[config.mk]
export PLATFORM = sky130hd
export DESIGN_NAME = pms_ext_irq_ctrl
export DESIGN_NICKNAME = d
export VERILOG_FILES = /design/src/rtl/pms_top_pkg.sv /design/src/rtl/pms_irq_prio_arb.sv /design/src/rtl/pms_ext_irq_ctrl.sv
export SDC_FILE = /design/constraint.sdc
export NUM_CORES = 2
export LEC_CHECK = 0
export ABC_AREA = 1
export BUFFER_PORTS_ARGS = -buffer_cell sky130_fd_sc_hd__buf_2
export CORE_AREA = 5 5 355 357
export DETAILED_ROUTE_END_ITERATION = 10
export DIE_AREA = 0 0 360 362
export HOLD_SLACK_MARGIN = 0.12
export PLACE_DENSITY = 0.59
export SLEW_MARGIN = 20
export SYNTH_ARGS = -nofsm -noshare
export SYNTH_HDL_FRONTEND = slang
export SYNTH_SLANG_ARGS = --single-unit
[constraint.sdc]
create_clock -name clk_i -period 23.5 [get_ports clk_i]
set_clock_uncertainty 0.2 [all_clocks]
set_input_delay 3.525 -clock clk_i [delete_from_list [all_inputs] [get_ports clk_i]]
set_output_delay 3.525 -clock clk_i [all_outputs]
set_load 0.02 [all_outputs]
[src/rtl/pms_top_pkg.sv]
// Shared PMS top-level types and constants for the external interrupt path.
package pms_top_pkg;

  localparam int unsigned NUM_EXT_INTERRUPTS = 222;
  localparam int unsigned NUM_EXT_IRQ_PMS    = NUM_EXT_INTERRUPTS;

  typedef enum logic {
    IRQ_LEVEL = 1'b0,
    IRQ_EDGE  = 1'b1
  } irq_mode_e;

  typedef logic [$clog2(NUM_EXT_INTERRUPTS)-1:0] ext_irq_id_t;

  // Keeps ID fields at least one bit wide for single-line builds.
  function automatic int unsigned id_width(input int unsigned n);
    return (n > 1) ? $clog2(n) : 1;
  endfunction

endpackage

[src/rtl/pms_irq_prio_arb.sv]
// Combinational interrupt arbiter: fixed lowest-index priority, or round-robin
// from a priority pointer when PMS_EXT_IRQ_RR_EN is defined.
module pms_irq_prio_arb
  import pms_top_pkg::*;
#(
  parameter int unsigned NUM  = NUM_EXT_IRQ_PMS,
  parameter int unsigned ID_W = id_width(NUM)
) (
  input  logic [NUM-1:0]  eligible_i,
`ifdef PMS_EXT_IRQ_RR_EN
  input  logic [ID_W-1:0] ptr_i,
`endif
  output logic [ID_W-1:0] win_id_o,
  output logic            found_o
);

`ifdef PMS_EXT_IRQ_RR_EN
  logic [ID_W-1:0] hi_id, lo_id;
  logic            hi_found, lo_found;
  logic [31:0]     ptr_ext;

  // Lowest eligible at or above the pointer wins; otherwise wrap to lowest overall.
  always_comb begin
    hi_id    = '0;
    lo_id    = '0;
    hi_found = 1'b0;
    lo_found = 1'b0;
    ptr_ext  = 32'(ptr_i);
    for (int k = NUM - 1; k >= 0; k--) begin
      if (eligible_i[k]) begin
        lo_id    = ID_W'(k);
        lo_found = 1'b1;
        if (32'(k) >= ptr_ext) begin
          hi_id    = ID_W'(k);
          hi_found = 1'b1;
        end
      end
    end
    win_id_o = hi_found ? hi_id : lo_id;
    found_o  = lo_found;
  end
`else
  always_comb begin
    win_id_o = '0;
    found_o  = 1'b0;
    for (int k = NUM - 1; k >= 0; k--) begin
      if (eligible_i[k]) begin
        win_id_o = ID_W'(k);
        found_o  = 1'b1;
      end
    end
  end
`endif

endmodule

[src/rtl/pms_ext_irq_ctrl.sv]
// External interrupt collector: sync, level/edge pending, in-service tracking and
// valid/ready presentation with EOI. PMS_EXT_IRQ_RR_EN selects round-robin priority.
module pms_ext_irq_ctrl
  import pms_top_pkg::*;
#(
  parameter int unsigned NUM_EXT_IRQ = NUM_EXT_IRQ_PMS,
  parameter int unsigned SYNC_STAGES = 2,
  parameter int unsigned ID_W        = id_width(NUM_EXT_IRQ)
) (
  input  logic                   clk_i,
  input  logic                   rst_ni,
  input  logic [NUM_EXT_IRQ-1:0] irq_i,
  input  logic [NUM_EXT_IRQ-1:0] enable_i,
  input  logic [NUM_EXT_IRQ-1:0] mode_i,
  output logic                   irq_valid_o,
  output logic [ID_W-1:0]        irq_id_o,
  input  logic                   irq_ready_i,
  input  logic                   eoi_valid_i,
  input  logic [ID_W-1:0]        eoi_id_i,
  output logic [NUM_EXT_IRQ-1:0] pending_o,
  output logic                   busy_o
);

  typedef enum logic {ST_IDLE, ST_PRESENT} state_e;

  logic [SYNC_STAGES-1:0][NUM_EXT_IRQ-1:0] sync_q;
  logic [NUM_EXT_IRQ-1:0] sync, prev_q;
  logic [NUM_EXT_IRQ-1:0] pend_q, pend_d, insvc_q, insvc_d;
  logic [NUM_EXT_IRQ-1:0] hs_vec, eoi_vec, eligible;
  logic                   hs, found;
  logic [ID_W-1:0]        win_id;
  state_e                 state_q;
  logic                   valid_q, busy_q;
  logic [ID_W-1:0]        id_q;

  always_ff @(posedge clk_i or negedge rst_ni) begin
    if (!rst_ni) begin
      sync_q <= '0;
      prev_q <= '0;
    end else begin
      sync_q <= {sync_q[SYNC_STAGES-2:0], irq_i};
      prev_q <= sync;
    end
  end

  assign sync = sync_q[SYNC_STAGES-1];
  assign hs   = valid_q & irq_ready_i;

  always_comb begin
    hs_vec  = '0;
    eoi_vec = '0;
    if (hs) hs_vec[id_q] = 1'b1;
    if (eoi_valid_i && (32'(eoi_id_i) < NUM_EXT_IRQ)) eoi_vec[eoi_id_i] = 1'b1;
  end

  // Edge lines: a fresh edge in the accept cycle outranks the handshake clear.
  always_comb begin
    pend_d = '0;
    for (int k = 0; k < NUM_EXT_IRQ; k++) begin
      if (irq_mode_e'(mode_i[k]) == IRQ_EDGE)
        pend_d[k] = (sync[k] & ~prev_q[k] & enable_i[k]) | (pend_q[k] & ~hs_vec[k]);
      else
        pend_d[k] = sync[k] & enable_i[k];
    end
  end

  // Handshake set is applied after EOI clear so it wins on a same-ID collision.
  assign insvc_d  = (insvc_q & ~eoi_vec) | hs_vec;
  assign eligible = pend_q & enable_i & ~insvc_q;

  always_ff @(posedge clk_i or negedge rst_ni) begin
    if (!rst_ni) begin
      pend_q  <= '0;
      insvc_q <= '0;
      busy_q  <= 1'b0;
    end else begin
      pend_q  <= pend_d;
      insvc_q <= insvc_d;
      busy_q  <= |insvc_d;
    end
  end

`ifdef PMS_EXT_IRQ_RR_EN
  logic [ID_W-1:0] ptr_q;

  always_ff @(posedge clk_i or negedge rst_ni) begin
    if (!rst_ni) begin
      ptr_q <= '0;
    end else if (hs) begin
      ptr_q <= (32'(id_q) == NUM_EXT_IRQ - 1) ? '0 : id_q + 1'b1;
    end
  end

  pms_irq_prio_arb #(
    .NUM  (NUM_EXT_IRQ),
    .ID_W (ID_W)
  ) u_arb (
    .eligible_i (eligible),
    .ptr_i      (ptr_q),
    .win_id_o   (win_id),
    .found_o    (found)
  );
`else
  pms_irq_prio_arb #(
    .NUM  (NUM_EXT_IRQ),
    .ID_W (ID_W)
  ) u_arb (
    .eligible_i (eligible),
    .win_id_o   (win_id),
    .found_o    (found)
  );
`endif

  // Once presented, the ID is never retracted; only the handshake ends PRESENT.
  always_ff @(posedge clk_i or negedge rst_ni) begin
    if (!rst_ni) begin
      state_q <= ST_IDLE;
      valid_q <= 1'b0;
      id_q    <= '0;
    end else begin
      case (state_q)
        ST_IDLE: begin
          if (found) begin
            id_q    <= win_id;
            valid_q <= 1'b1;
            state_q <= ST_PRESENT;
          end
        end
        ST_PRESENT: begin
          if (irq_ready_i) begin
            valid_q <= 1'b0;
            state_q <= ST_IDLE;
          end
        end
        default: begin
          valid_q <= 1'b0;
          state_q <= ST_IDLE;
        end
      endcase
    end
  end

  assign irq_valid_o = valid_q;
  assign irq_id_o    = id_q;
  assign pending_o   = pend_q;
  assign busy_o      = busy_q;

endmodule
# Word level (Yosys, flattened, before mapping)
# Cells that the tools add are included.
# classes
n_lt_le_gt_ge	5
eq_ne	2
n_mux	678
bitwise	1562
n_reduce_logical	6
# op_table
op	n
two-way mux 8 bit	222
AND 1 bit	889
AND 222 bit	3
two-way mux 1 bit	450
NOT 1 bit	445
two-way mux 222 bit	2
NOT 222 bit	2
bitwise OR 1 bit	222
bitwise OR 222 bit	1
OR reduction 222 bit	1
< comparator 8 x 9 -> 1 bit, second input constant	2
demux 1 bit (select 8 bit)	2
>= comparator 8 x 1 -> 1 bit, second input constant	2
< comparator 8 bit, second input constant	1
!= test 2 bit, second input constant	2
one-hot mux 1 bit (2 select lines)	2
AND reduction 2 bit	2
logical AND 1 bit	3
# word_totals
ff_bits	1121
out_inout_bits	232
word_cells	2262

# Longest topological paths before layout
# logic_depth
ltp_word	226
depth_mapped	224

# Modules after synthesis
# From an unflattened synthesis, not the netlist that was laid out.
# unflattened
cells_unflattened	4754
area_unflattened_um2	43316.5
# modules_own_cells
mod	n_inst	cells_per_inst	area_per_inst_um2	seq_area_each_um2
pms_ext_irq_ctrl	1	3906	39530.4	28051.9
pms_irq_prio_arb	1	848	3786.1	0.0

# Worst setup path after synthesis
# OpenSTA, ideal clock, no wires.
# synth_timing
kind	input -> register
from	in enable_i[221]
to	reg id_q[0] (netlist: irq_id_o[0])
setup_ps	117
t_arrival_ps	12882
path_slack_ps	10301
path_stages	224
path_buffers	0
cell_sequence	nand2_1 -> nor2_2 -> nand2_1 -> nand2_1 -> nand2_1 -> nand2_1 -> nand2_1 -> nand2_1 -> nand2_1 -> nand2_1 -> nand2_1 -> nand2_1 -> nand2_1 -> nand2_1 -> nand2_1 -> nand2_1 -> nand2_1 -> nand2_1 -> [188 not listed] -> nand2_1 -> nand2_1 -> nand2_1 -> nand2_1 -> nand2_1 -> nand2_1 -> nand2_1 -> nand2_1 -> nand2_1 -> nand2_1 -> nand2_1 -> nand2_1 -> nand2_1 -> nand2_1 -> nand2_1 -> nand2_1 -> nand2_1 -> nand2_1
# synth_via
elab_chain_cells	225
elab_cells_between_ends	447
cone_classes	mux (444); bitwise (2); reduce/logical (1)
# synth_lines
item	line_no	text
from (decl)	pms_ext_irq_ctrl.sv:13	input logic [NUM_EXT_IRQ-1:0] enable_i,
AND 222 bit * (2 in series)	pms_ext_irq_ctrl.sv:69	assign eligible = pend_q & enable_i & ~insvc_q;
two-way mux 1 bit (222 in series)	pms_irq_prio_arb.sv:47	if (eligible_i[k]) begin
AND reduction 2 bit (no source line)	-	
to (signal assigned)	pms_ext_irq_ctrl.sv:124	id_q <= win_id;
to (decl)	pms_ext_irq_ctrl.sv:34	logic [ID_W-1:0] id_q;
# Every way passes the cells marked *; elsewhere a longest branch is shown, timed or not.
# A chain may end at the register's enable or synchronous reset.

# Final worst setup path
# Same ends and word-level chain as after synthesis.

==> impl_metrics.ini <==
[timing]
timing.hold.ws_ps = 122
rsz0062_at_grt = no
worstMarginPinSlew_ps = 1060
setup_viol = 0
fin_crit_ps = 15420
slew-limit-headroom = 0.287
tns_ps = 0
hold_viol_final = 0
report.final.slew_viol_count = 0
setup_slack_ps = 8080
post-route-period-util = 0.656
max_freq_mhz = 64.8

[synthesis]
syn_nets = 4852
synth.top_cell.area_share = 0.676
syn-mean-instance-area_sq_um = 9.94
postSynthCellCount = 4174
yosysWarnings = 0
yosysTopAreaCell = dfrtp_1
ys_types = 25
synth-seq-area-share = 0.676
synth.ff_latch_count = 1121
synthTopCellsByArea = dfrtp_1 68%, nand2_1 10%, o21ai_0 5.5%
mappedNetlistArea_sq_mm = 0.0415

[worst_setup_path]
worstPathArrival_ps = 15850
slowest_delay_ps = 300
path_common_cell = nand2_1
start_kind = input pin
cp.required_ps = 23920
worstSetupPathType = in2reg
endpoint_kind = flip-flop
slowest_stage = nand2_1
crit_fanout = 2

[drt]
drt-pass1-iter-count = 6
vias = 34621
drt-total-wl_um = 177000
drt_iter0_markers = 3276
vias_per_cell = 5.00
wl_per_cell_um = 25.6
drc = 0
ant_nets = 0

[grt]
grt_overflow_total = 0
antenna_found_initial = 46
grt_max_degree = 184
grt_first_pass_wirelength_um = 247000
gr-usage-all-layers = 0.265
grt_pass1_vias = 34259

[job]
maxCapViolCount = 0

[hold_path]
hp-class = reg2reg

[die]
fp.dieH_um = 362
io_pins = 910
fp.dieArea_sq_mm = 0.130
dieWidth_um = 360
core-area_sq_mm = 0.123
num_rows = 129
initial_core_util = 0.338

[power]
power_w = 0.00491
vdd_drop_max_mv = 0.0912
leakage_nw = 26.3
power_density_mw_per_mm2 = 93.4

[clocking]
cts_made_buffers = 118
clk_latency_ps = 770
cts.sinks = 1121
cts_tree = built
postCtsSetupRepairBufs = 0
root_buffer = clkbuf_16
clk_pin_slew_ps = 60
cts_buffer_depth = 3
h-tree-depth = 3

[placed_design]
place_ws_ps = 7280
hpwl_um = 132000
place.gp.congestion = 0.924
numPortBuffers = 909

[final_layout]
nets = 5837
area_growth_pct = 26.6
drive_gt1_frac = 0.227

[outcome]
status = finished clean
timing repair:
item,4_1_cts,5_1_grt
resized for setup,0,0
hold endpoints to repair,2,0
hold buffers,2,0
metal layers:
layer,GRT usage,up-vias,part of all wire
li1,-,15686,-
met1,0.333,17138,0.39
met2,0.446,1494,0.49
met3,0.0640,291,0.080
met4,0.101,12,0.037
met5,0,-,0.00045
state kept, by name, indices dropped and copies added (netlist names):
signal	cells
busy_o	1
insvc_q	222
irq_id_o	8
irq_valid_o	1
pending_o	222
prev_q	222
state_q	1
sync	222
sync_q	222
logic make-up (layout without fill, tap and decap cells):
family,count (synthesis),after routing,share of synthesized area
AO/OA/AOI/OAI,692,692,0.0974
buffers and inverters,429,1515,0.0388
flip-flops,1121,1121,0.676
AND/OR/NAND/NOR,1932,1932,0.188
other,0,32,0
worst max-delay path: cells and delay by family:
kind                   cells  cell delay, ps
and+or+nand+nor          224           12120
buffers and inverters      1             110
placed cells by master (no fill, tap or decap), drive strengths merged:
master / count
clkinvlp: 11
o21ai: 456
nor4: 63
a31oi: 1
o41ai: 1
o21bai: 1
o31ai: 3
dlygate4sd3: 2
o22ai: 1
buf: 968
a21oi: 6
a41oi: 1
nor3: 6
o311ai: 1
nand2: 1127
inv: 324
clkbuf: 162
nand4: 17
bufinv: 16
dfrtp: 1121
clkinv: 32
nand3b: 2
nand3: 233
nor2: 484
o211ai: 221
diode: 32
through the flow:
| stage | cells | cell area [sq um] | util |
|---|---|---|---|
| 3_5_place_dp | 6673 | 48200 | 0.393 |
| 3_3_place_gp | 6673 | 48200 | 0.393 |
| 5_1_grt | 6916 | 52500 | 0.428 |
| 6_report | 6929 | 52500 | 0.428 |
| 4_1_cts | 6896 | 52400 | 0.427 |
| 2_1_floorplan | 4174 | 41500 | - |
synthesized netlist by cell type:
| cell | count |
|---|---|
| nor2_1 | 480 |
| nor4_1 | 63 |
| a31oi_1 | 1 |
| a21oi_1 | 6 |
| nand2_1 | 1127 |
| o21ai_0 | 454 |
| o211ai_1 | 221 |
| clkbuf_1 | 96 |
| buf_1 | 9 |
| o22ai_1 | 1 |
| o311ai_0 | 1 |
| dfrtp_1 | 1121 |
| nand3b_4 | 2 |
| clkinv_1 | 1 |
| o31ai_1 | 3 |
| nand3_1 | 233 |
| o41ai_1 | 1 |
| nor3_1 | 6 |
| a41oi_1 | 1 |
| nand4_1 | 17 |
| o21bai_1 | 1 |
| o21ai_1 | 2 |
| inv_1 | 320 |
| nor2_2 | 4 |
| inv_2 | 3 |
cell type report:
cell class | count | area (sq um)
Fill cell | 11955 | 70100
Sequential cell | 1121 | 28100
Multi-Input combinational cell | 2624 | 11800
Timing Repair Buffer | 970 | 5080
Clock buffer | 162 | 3390
Tap cell | 1637 | 2050
Inverter | 324 | 1220
Clock inverter | 59 | 835
Antenna cell | 32 | 80.1
where the power goes:
| part | switching (W) | internal (W) | total [W] |
|---|---|---|---|
| registers | 0.0000799 | 0.00207 | 0.00215 |
| logic | 0.000539 | 0.000202 | 0.000740 |
| clock network | 0.000828 | 0.00119 | 0.00202 |
| total | 0.00145 | 0.00346 | 0.00491 |
worst paths after layout:
kind                                from            end  slack (ps)  cells after the start
setup / recovery           enable_i[221]    irq_id_o[0]        8080                    225
hold / removal               sync_q[198]      sync[198]         120                      0
setup reg to reg            insvc_q[220]    irq_id_o[0]       10480                    224
hold reg to reg              sync_q[198]      sync[198]         120                      0
max in group asynchronous         rst_ni  pending_o[84]       17290                      4
min in group asynchronous         rst_ni  pending_o[77]        2600                      1
No activity file was read; power rests on OpenSTA's default activity.
